===== src/rtl/ball_engine.sv =====
// ball_engine: ball motion for the pong datapath.
// Handles serve delay, wall bounce, paddle collision, miss detection and
// one-cycle score / paddle-hit pulses. Motion advances one pixel per axis on
// each move tick produced by a clk-cycle prescaler.
// Optional macro BALL_SPEEDUP_EN: each paddle hit shortens the tick period by
// 1/8 (floored at MIN_TICKS); the period reloads on a score and on reset.
module ball_engine #(
   parameter int unsigned SCREEN_W       = 640,
   parameter int unsigned SCREEN_H       = 480,
   parameter int unsigned BALL_SIZE      = 8,
   parameter int unsigned PADDLE_H       = 64,
   parameter int unsigned PADDLE_W       = 8,
   parameter int unsigned LEFT_PADDLE_X  = 16,
   parameter int unsigned RIGHT_PADDLE_X = 616,
   parameter int unsigned TICKS_PER_PX   = 100000,
   parameter int unsigned SERVE_DELAY    = 60
`ifdef BALL_SPEEDUP_EN
   ,
   parameter int unsigned MIN_TICKS      = 25000
`endif
) (
   input  logic       clk,
   input  logic       reset,
   input  logic       game_on,
   input  logic       serve,
   input  logic [9:0] paddle_left_y,
   input  logic [9:0] paddle_right_y,
   output logic [9:0] ball_x,
   output logic [9:0] ball_y,
   output logic       score_left,
   output logic       score_right,
   output logic       paddle_hit,
   output logic [1:0] state
);

   localparam logic [9:0]  CENTRE_X    = 10'((SCREEN_W - BALL_SIZE) / 2);
   localparam logic [9:0]  CENTRE_Y    = 10'((SCREEN_H - BALL_SIZE) / 2);
   localparam logic [9:0]  MAX_X       = 10'(SCREEN_W - BALL_SIZE);
   localparam logic [9:0]  MAX_Y       = 10'(SCREEN_H - BALL_SIZE);
   localparam logic [9:0]  LEFT_HIT_X  = 10'(LEFT_PADDLE_X + PADDLE_W);
   localparam logic [10:0] RIGHT_HIT_X = 11'(RIGHT_PADDLE_X);
   localparam logic [10:0] BALL_SZ11   = 11'(BALL_SIZE);
   localparam logic [10:0] PAD_H11     = 11'(PADDLE_H);
   localparam logic [31:0] TICKS       = 32'(TICKS_PER_PX);
   localparam logic [15:0] DELAY_LAST  = 16'(SERVE_DELAY - 1);

   typedef enum logic [1:0] {
      IDLE   = 2'd0,
      DELAY  = 2'd1,
      MOVING = 2'd2,
      SCORED = 2'd3
   } state_t;

   state_t      state_q;
   logic [31:0] presc_q;
   logic [15:0] delay_q;
   logic        dx_neg;
   logic        dy_neg;
   logic [31:0] period;

`ifdef BALL_SPEEDUP_EN
   localparam logic [31:0] MIN32 = 32'(MIN_TICKS);
   logic [31:0] period_q;
   logic [31:0] period_cut;
   logic [31:0] period_sped;
   assign period      = period_q;
   assign period_cut  = period_q - (period_q >> 3);
   assign period_sped = (period_cut < MIN32) ? MIN32 : period_cut;
`else
   assign period = TICKS;
`endif

   logic tick;
   assign tick = game_on && (state_q != IDLE) && (presc_q == period - 32'd1);

   // Vertical step: flip at top/bottom wall, then move by the new direction.
   logic       wall;
   logic       dy_new;
   logic [9:0] y_next;
   assign wall   = dy_neg ? (ball_y == '0) : (ball_y == MAX_Y);
   assign dy_new = dy_neg ^ wall;
   assign y_next = dy_new ? ball_y - 10'd1 : ball_y + 10'd1;

   // Paddle overlap and face tests use 11-bit sums so edges never wrap.
   logic [10:0] y11;
   logic        overlap_l;
   logic        overlap_r;
   logic        hit_l;
   logic        hit_r;
   logic        dx_new;
   logic [9:0]  x_next;
   logic        miss_l;
   logic        miss_r;
   assign y11       = {1'b0, ball_y};
   assign overlap_l = (y11 + BALL_SZ11 > {1'b0, paddle_left_y}) &&
                      (y11 < {1'b0, paddle_left_y} + PAD_H11);
   assign overlap_r = (y11 + BALL_SZ11 > {1'b0, paddle_right_y}) &&
                      (y11 < {1'b0, paddle_right_y} + PAD_H11);
   assign hit_l     = dx_neg && (ball_x == LEFT_HIT_X) && overlap_l;
   assign hit_r     = !dx_neg && ({1'b0, ball_x} + BALL_SZ11 == RIGHT_HIT_X) && overlap_r;
   assign dx_new    = dx_neg ^ (hit_l | hit_r);
   assign x_next    = dx_new ? ball_x - 10'd1 : ball_x + 10'd1;
   assign miss_l    = dx_neg && (ball_x == '0);
   assign miss_r    = !dx_neg && (ball_x == MAX_X);

   assign state = state_q;

   // Serve/move/score FSM with prescaler, position and registered pulses.
   always_ff @(posedge clk) begin
      if (!reset) begin
         state_q     <= IDLE;
         presc_q     <= '0;
         delay_q     <= '0;
         dx_neg      <= 1'b0;
         dy_neg      <= 1'b0;
         ball_x      <= CENTRE_X;
         ball_y      <= CENTRE_Y;
         score_left  <= 1'b0;
         score_right <= 1'b0;
         paddle_hit  <= 1'b0;
`ifdef BALL_SPEEDUP_EN
         period_q    <= TICKS;
`endif
      end else begin
         score_left  <= 1'b0;
         score_right <= 1'b0;
         paddle_hit  <= 1'b0;
         if (game_on) begin
            if (state_q != IDLE)
               presc_q <= tick ? '0 : presc_q + 32'd1;
            case (state_q)
               IDLE: begin
                  if (serve) begin
                     state_q <= DELAY;
                     delay_q <= '0;
                  end
               end
               DELAY: begin
                  if (tick) begin
                     if (delay_q == DELAY_LAST) state_q <= MOVING;
                     else                       delay_q <= delay_q + 16'd1;
                  end
               end
               MOVING: begin
                  if (tick) begin
                     if (miss_l || miss_r) begin
                        // Ball left the field: recentre now and serve toward the conceding side.
                        state_q     <= SCORED;
                        delay_q     <= '0;
                        ball_x      <= CENTRE_X;
                        ball_y      <= CENTRE_Y;
                        dx_neg      <= miss_l;
                        dy_neg      <= ~dy_neg;
                        score_right <= miss_l;
                        score_left  <= miss_r;
`ifdef BALL_SPEEDUP_EN
                        period_q    <= TICKS;
`endif
                     end else begin
                        dy_neg <= dy_new;
                        ball_y <= y_next;
                        dx_neg <= dx_new;
                        ball_x <= x_next;
                        if (hit_l || hit_r) begin
                           paddle_hit <= 1'b1;
`ifdef BALL_SPEEDUP_EN
                           period_q   <= period_sped;
`endif
                        end
                     end
                  end
               end
               SCORED: begin
                  if (tick) begin
                     if (delay_q == DELAY_LAST) state_q <= IDLE;
                     else                       delay_q <= delay_q + 16'd1;
                  end
               end
               default: state_q <= IDLE;
            endcase
         end
      end
   end

endmodule


===== config.mk =====
export PLATFORM = sky130hd
export DESIGN_NAME = ball_engine
export DESIGN_NICKNAME = d
export VERILOG_FILES = /design/src/rtl/ball_engine.sv
export SDC_FILE = /design/constraint.sdc
export NUM_CORES = 1
export LEC_CHECK = 0
export ABC_AREA = 1
export CAP_MARGIN = 0
export CORE_MARGIN = 3
export CORE_UTILIZATION = 48
export DETAILED_ROUTE_END_ITERATION = 8
export HOLD_SLACK_MARGIN = 0.05
export PLACE_DENSITY_LB_ADDON = 0.15
export REMOVE_ABC_BUFFERS = 1
export SLEW_MARGIN = 20
export SYNTH_ARGS = -nofsm -noshare
export SYNTH_HDL_FRONTEND = slang
export SYNTH_SLANG_ARGS = --single-unit

===== constraint.sdc =====
create_clock -name clk -period 8 [get_ports clk]
set_input_delay 1.6 -clock clk [delete_from_list [all_inputs] [get_ports clk]]
set_output_delay 1.6 -clock clk [all_outputs]
set_load 0.05 [all_outputs]

==> impl_metrics.prom <==
# TYPE chip_impl_metric gauge
chip_impl_metric{name="post_route_cells_drive_above_1_share",unit="%"} 3.89
chip_impl_metric{name="postRouteWirelength",unit="µm"} 14100
chip_impl_metric{name="synth_top_area_share",unit="%"} 25.6
chip_impl_metric{name="drt_first_iter_violations",unit=""} 370
chip_impl_metric{name="synth_seq_area_share",unit="%"} 25.6
chip_impl_metric{name="routed_wire_length_per_instance",unit="µm"} 12.9
chip_impl_metric{name="maxSlewViolCount",unit=""} 0
chip_impl_metric{name="final_critical_path_setup_slack",unit="ns"} 2.96
chip_impl_metric{name="leakage",unit="nW"} 2.95
chip_impl_metric{name="dieArea",unit="mm²"} 0.0136
chip_impl_metric{name="start_util",unit="%"} 50.3
chip_impl_metric{name="cts_hold_buffers",unit=""} 0
chip_impl_metric{name="final.min_clock_period",unit="ns"} 5.04
chip_impl_info{name="cts.root.buffer_cell",value="clkbuf_16"} 1
chip_impl_metric{name="cap_viol_max_count",unit=""} 0
chip_impl_info{name="result_of_the_run",value="complete, no violations"} 1
chip_impl_info{name="crit-reg2reg-launch",value="ball_y[3]$_SDFFE_PN1P_"} 1
chip_impl_metric{name="antenna_found_initial",unit=""} 0
chip_impl_metric{name="vdd.ir_drop.worst",unit="V"} 0.0000886
chip_impl_metric{name="post-cts-setup-buffer-count",unit=""} 0
chip_impl_metric{name="grt_start_max_net_pins",unit=""} 33
chip_impl_metric{name="core",unit="mm²"} 0.0117
chip_impl_metric{name="placement.setup.worst_slack",unit="ns"} 2.62
chip_impl_metric{name="tritoncts.num_buffers",unit=""} 9
chip_impl_metric{name="grt_first_pass_wirelength",unit="µm"} 24400
chip_impl_info{name="hold_path_startpoint",value="presc_q[24]$_SDFFE_PN0P_"} 1
chip_impl_metric{name="power_density",unit="mW/mm²"} 135
chip_impl_metric{name="critical_path_required",unit="ns"} 8.22
chip_impl_metric{name="routing_usage_on_met2",unit="%"} 36.3
chip_impl_metric{name="routed_via_density",unit=""} 5.17
chip_impl_metric{name="setup.reg_to_reg.worst_slack",unit="ns"} 3.83
chip_impl_metric{name="cp.arrival",unit="ns"} 5.25
chip_impl_info{name="synthTopCellsByArea",value="dfxtp_1 26%, nand2_1 14%, ha_1 13%"} 1
chip_impl_metric{name="synth_async_sr_flop_share",unit="%"} 0
chip_impl_info{name="reg2reg_to",value="ball_x[8]$_SDFFE_PN1P_"} 1
chip_impl_metric{name="grt.total_usage",unit="%"} 22.3
chip_impl_metric{name="syn_area_per_cell",unit="µm²"} 6.52
chip_impl_metric{name="rr_worst_depth",unit=""} 26
chip_impl_metric{name="grt_use_met1",unit="%"} 29.6
chip_impl_metric{name="final_nets",unit=""} 1033
chip_impl_metric{name="relSlewSlack",unit="%"} 40.0
chip_impl_metric{name="synth-edff-count",unit=""} 0
chip_impl_info{name="critical-path-top-delay-family",value="compound AO/OA/AOI/OAI gates"} 1
chip_impl_metric{name="clock_tree.buffer_depth",unit=""} 2
chip_impl_metric{name="critPathBufInv",unit=""} 1
chip_impl_metric{name="clock_sink_count",unit=""} 75
chip_impl_metric{name="ys_seq_elements",unit=""} 75
chip_impl_metric{name="detail_route.first_pass.iterations",unit=""} 5
chip_impl_metric{name="final_cell_area",unit="mm²"} 0.00677
chip_impl_metric{name="min_path_cells",unit=""} 1
chip_impl_metric{name="post-dp-hpwl",unit="µm"} 10800
chip_impl_info{name="unrepaired_setup_endpoints_after_global_routing",value="no"} 1
chip_impl_metric{name="setup-tns-final",unit="ns"} 0
chip_impl_info{name="grt_most_used_layer",value="met2"} 1
chip_impl_info{name="cts_tree",value="yes"} 1
chip_impl_metric{name="clock_insertion_delay_worst_skew",unit="ns"} 0.34
chip_impl_metric{name="first_global_vias",unit=""} 5301
chip_impl_metric{name="fin_skew",unit="ns"} 0.00581
chip_impl_metric{name="grt.overflow.total",unit=""} 0
chip_impl_metric{name="io_pins",unit=""} 49
chip_impl_metric{name="finalHoldViolCount",unit=""} 0
chip_impl_metric{name="worst-path-max-fanout",unit=""} 10
chip_impl_metric{name="flow.area_growth_from_synthesis",unit="%"} 15.5
chip_impl_info{name="timing.critical_path.slowest_stage_cell",value="clkdlybuf4s50_1"} 1
chip_impl_metric{name="dieHeight",unit="µm"} 117
chip_impl_metric{name="clkTransAtPathRegs",unit="ns"} 0.06
chip_impl_metric{name="max_freq",unit="MHz"} 199
chip_impl_metric{name="synth.yosys.warnings",unit=""} 0
chip_impl_metric{name="drt.antenna.violating_nets",unit=""} 0
chip_impl_info{name="synth.largest_area_cell",value="dfxtp_1"} 1
chip_impl_metric{name="cts_resized",unit=""} 0
chip_impl_metric{name="synth_area",unit="mm²"} 0.00586
chip_impl_metric{name="synth.lib_cells_used.distinct",unit=""} 46
chip_impl_metric{name="max_slew.worst_pin.slew",unit="ns"} 0.896
chip_impl_metric{name="insertedDiodeCount",unit=""} 0
chip_impl_metric{name="cp_slowest_stage_delay",unit="ns"} 0.46
chip_impl_metric{name="cts_max_level",unit=""} 3
chip_impl_info{name="critical-path-top-cell-by-count",value="nand2_1"} 1
chip_impl_info{name="worstSetupPathType",value="input port to flop"} 1
chip_impl_info{name="end_point_of_the_most_critical_hold_path",value="presc_q[24]$_SDFFE_PN0P_"} 1
chip_impl_metric{name="finalSetupViolCount",unit=""} 0
chip_impl_metric{name="post_dp_cell_area",unit="mm²"} 0.00647
chip_impl_info{name="hold_path_class",value="flop to flop"} 1
chip_impl_info{name="setup_crit_start_kind",value="input port"} 1
chip_impl_metric{name="met3_usage",unit="%"} 5.65
chip_impl_metric{name="place.gp.congestion",unit=""} 0.946
chip_impl_info{name="yosys_most_used_dff",value="dfxtp_1"} 1
chip_impl_metric{name="count_of_filler_cells_inserted_in_the_layout",unit=""} 1167
chip_impl_metric{name="syn_inst",unit=""} 899
chip_impl_metric{name="vias",unit=""} 5666
chip_impl_info{name="endpoint_kind",value="flop"} 1
chip_impl_metric{name="finalCritPeriodShare",unit="%"} 62.9
chip_impl_metric{name="placement_rows",unit=""} 39
chip_impl_metric{name="port_buffers",unit=""} 48
chip_impl_metric{name="drt_drc_violations_left",unit=""} 0
chip_impl_metric{name="die_width",unit="µm"} 117
[worst max path at each step]
| stage | slack (ns) | from | to | cells past startpoint |
|---|---|---|---|---|
| final | 2.96 | paddle_right_y[6] | ball_x[8]$_SDFFE_PN1P_ | 26 |
| after global routing | 2.57 | paddle_right_y[6] | ball_x[7]$_SDFFE_PN0P_ | 23 |
| after floorplan | 3.46 | paddle_right_y[6] | ball_x[7]$_SDFFE_PN0P_ | 22 |
| after CTS | 2.97 | paddle_right_y[6] | ball_x[8]$_SDFFE_PN1P_ | 26 |
| after global placement | 2.71 | paddle_right_y[6] | ball_x[7]$_SDFFE_PN0P_ | 23 |
| after detailed placement | 2.62 | paddle_right_y[6] | ball_x[8]$_SDFFE_PN1P_ | 26 |
[cell type report]
| cell class | instances | area, µm² | share of cell area, % |
|---|---|---|---|
| Clock inverter | 6 | 63.8 | 0.942 |
| Tap cell | 143 | 179 | 2.64 |
| Clock buffer | 10 | 239 | 3.53 |
| Sequential cell | 75 | 1500 | 22.2 |
| Inverter | 138 | 518 | 7.65 |
| Multi-Input combinational cell | 673 | 3780 | 55.8 |
| Timing Repair Buffer | 50 | 495 | 7.32 |
[cells by family after synthesis]
group,Yosys count,share of synthesized area [%]
adders and majority gates,62,13.5
and+or+nand+nor,452,33.8
buffers and inverters,151,9.97
xor gates and xnor gates,34,5.08
AOI/OAI and AO/OA,125,12.0
DFF,75,25.6
[cell usage in the layout, fill, tap and decap left out, drive strengths merged]
cell type / count
nand2: 218
inv: 139
nor2: 99
dfxtp: 75
a21oi: 65
ha: 60
nand3: 56
clkdlybuf4s50: 48
nor3: 28
o21ai: 28
nand4: 25
xor2: 24
nor4: 14
xnor2: 10
clkbuf: 10
o22ai: 8
o21a: 5
a21o: 4
a31oi: 4
nor3b: 4
or2: 3
a211oi: 3
and3: 2
a2bb2oi: 2
a221oi: 2
fa: 2
clkinvlp: 2
clkinv: 2
buf: 2
and2: 2
o41ai: 1
o211ai: 1
o2111ai: 1
nand3b: 1
o31ai: 1
bufinv: 1
[synth_stat cells (all sizes together) (3+ instances only)]
cell and count:
a211oi 3, a21o 4, a21oi 65, a31oi 4
buf 7, clkbuf 6, dfxtp 75, ha 60
inv 138, nand2 218, nand3 56, nand4 25
nor2 99, nor3 28, nor3b 4, nor4 14
o21a 5, o21ai 28, o22ai 8, or2 3
xnor2 10, xor2 24
[report_power, final]
part,internal [mW],switching (mW),total [mW]
clock network,0.250,0.163,0.413
logic,0.0423,0.0772,0.120
registers,0.379,0.00554,0.384
[layer usage]
layer	share of wire (%)	up-vias	wire, µm
met1	50	2495	7000
li1	-	3055	-
met4	1.6	0	228
met3	3.8	18	538
met5	0	-	0
met2	45	98	6360
[flip-flops by register name, summed over array words and instances (netlist names)]
register,flops
presc_q,32
state,2
delay_q,16
score_right,1
dy_neg,1
paddle_hit,1
ball_y,10
dx_neg,1
ball_x,10
score_left,1
[through the flow]
stage	hold WS (ns)	total power, mW	util, %	std cells
6_report	0.482	0.917	58.1	1095
5_1_grt	0.505	0.963	58.1	1095
4_1_cts	0.488	0.927	58.1	1095
3_5_place_dp	0.467	0.512	55.5	1079
3_3_place_gp	0.435	0.512	55.5	1079
2_1_floorplan	0.422	0.471	-	886
Power figures use the tool's default switching activity.
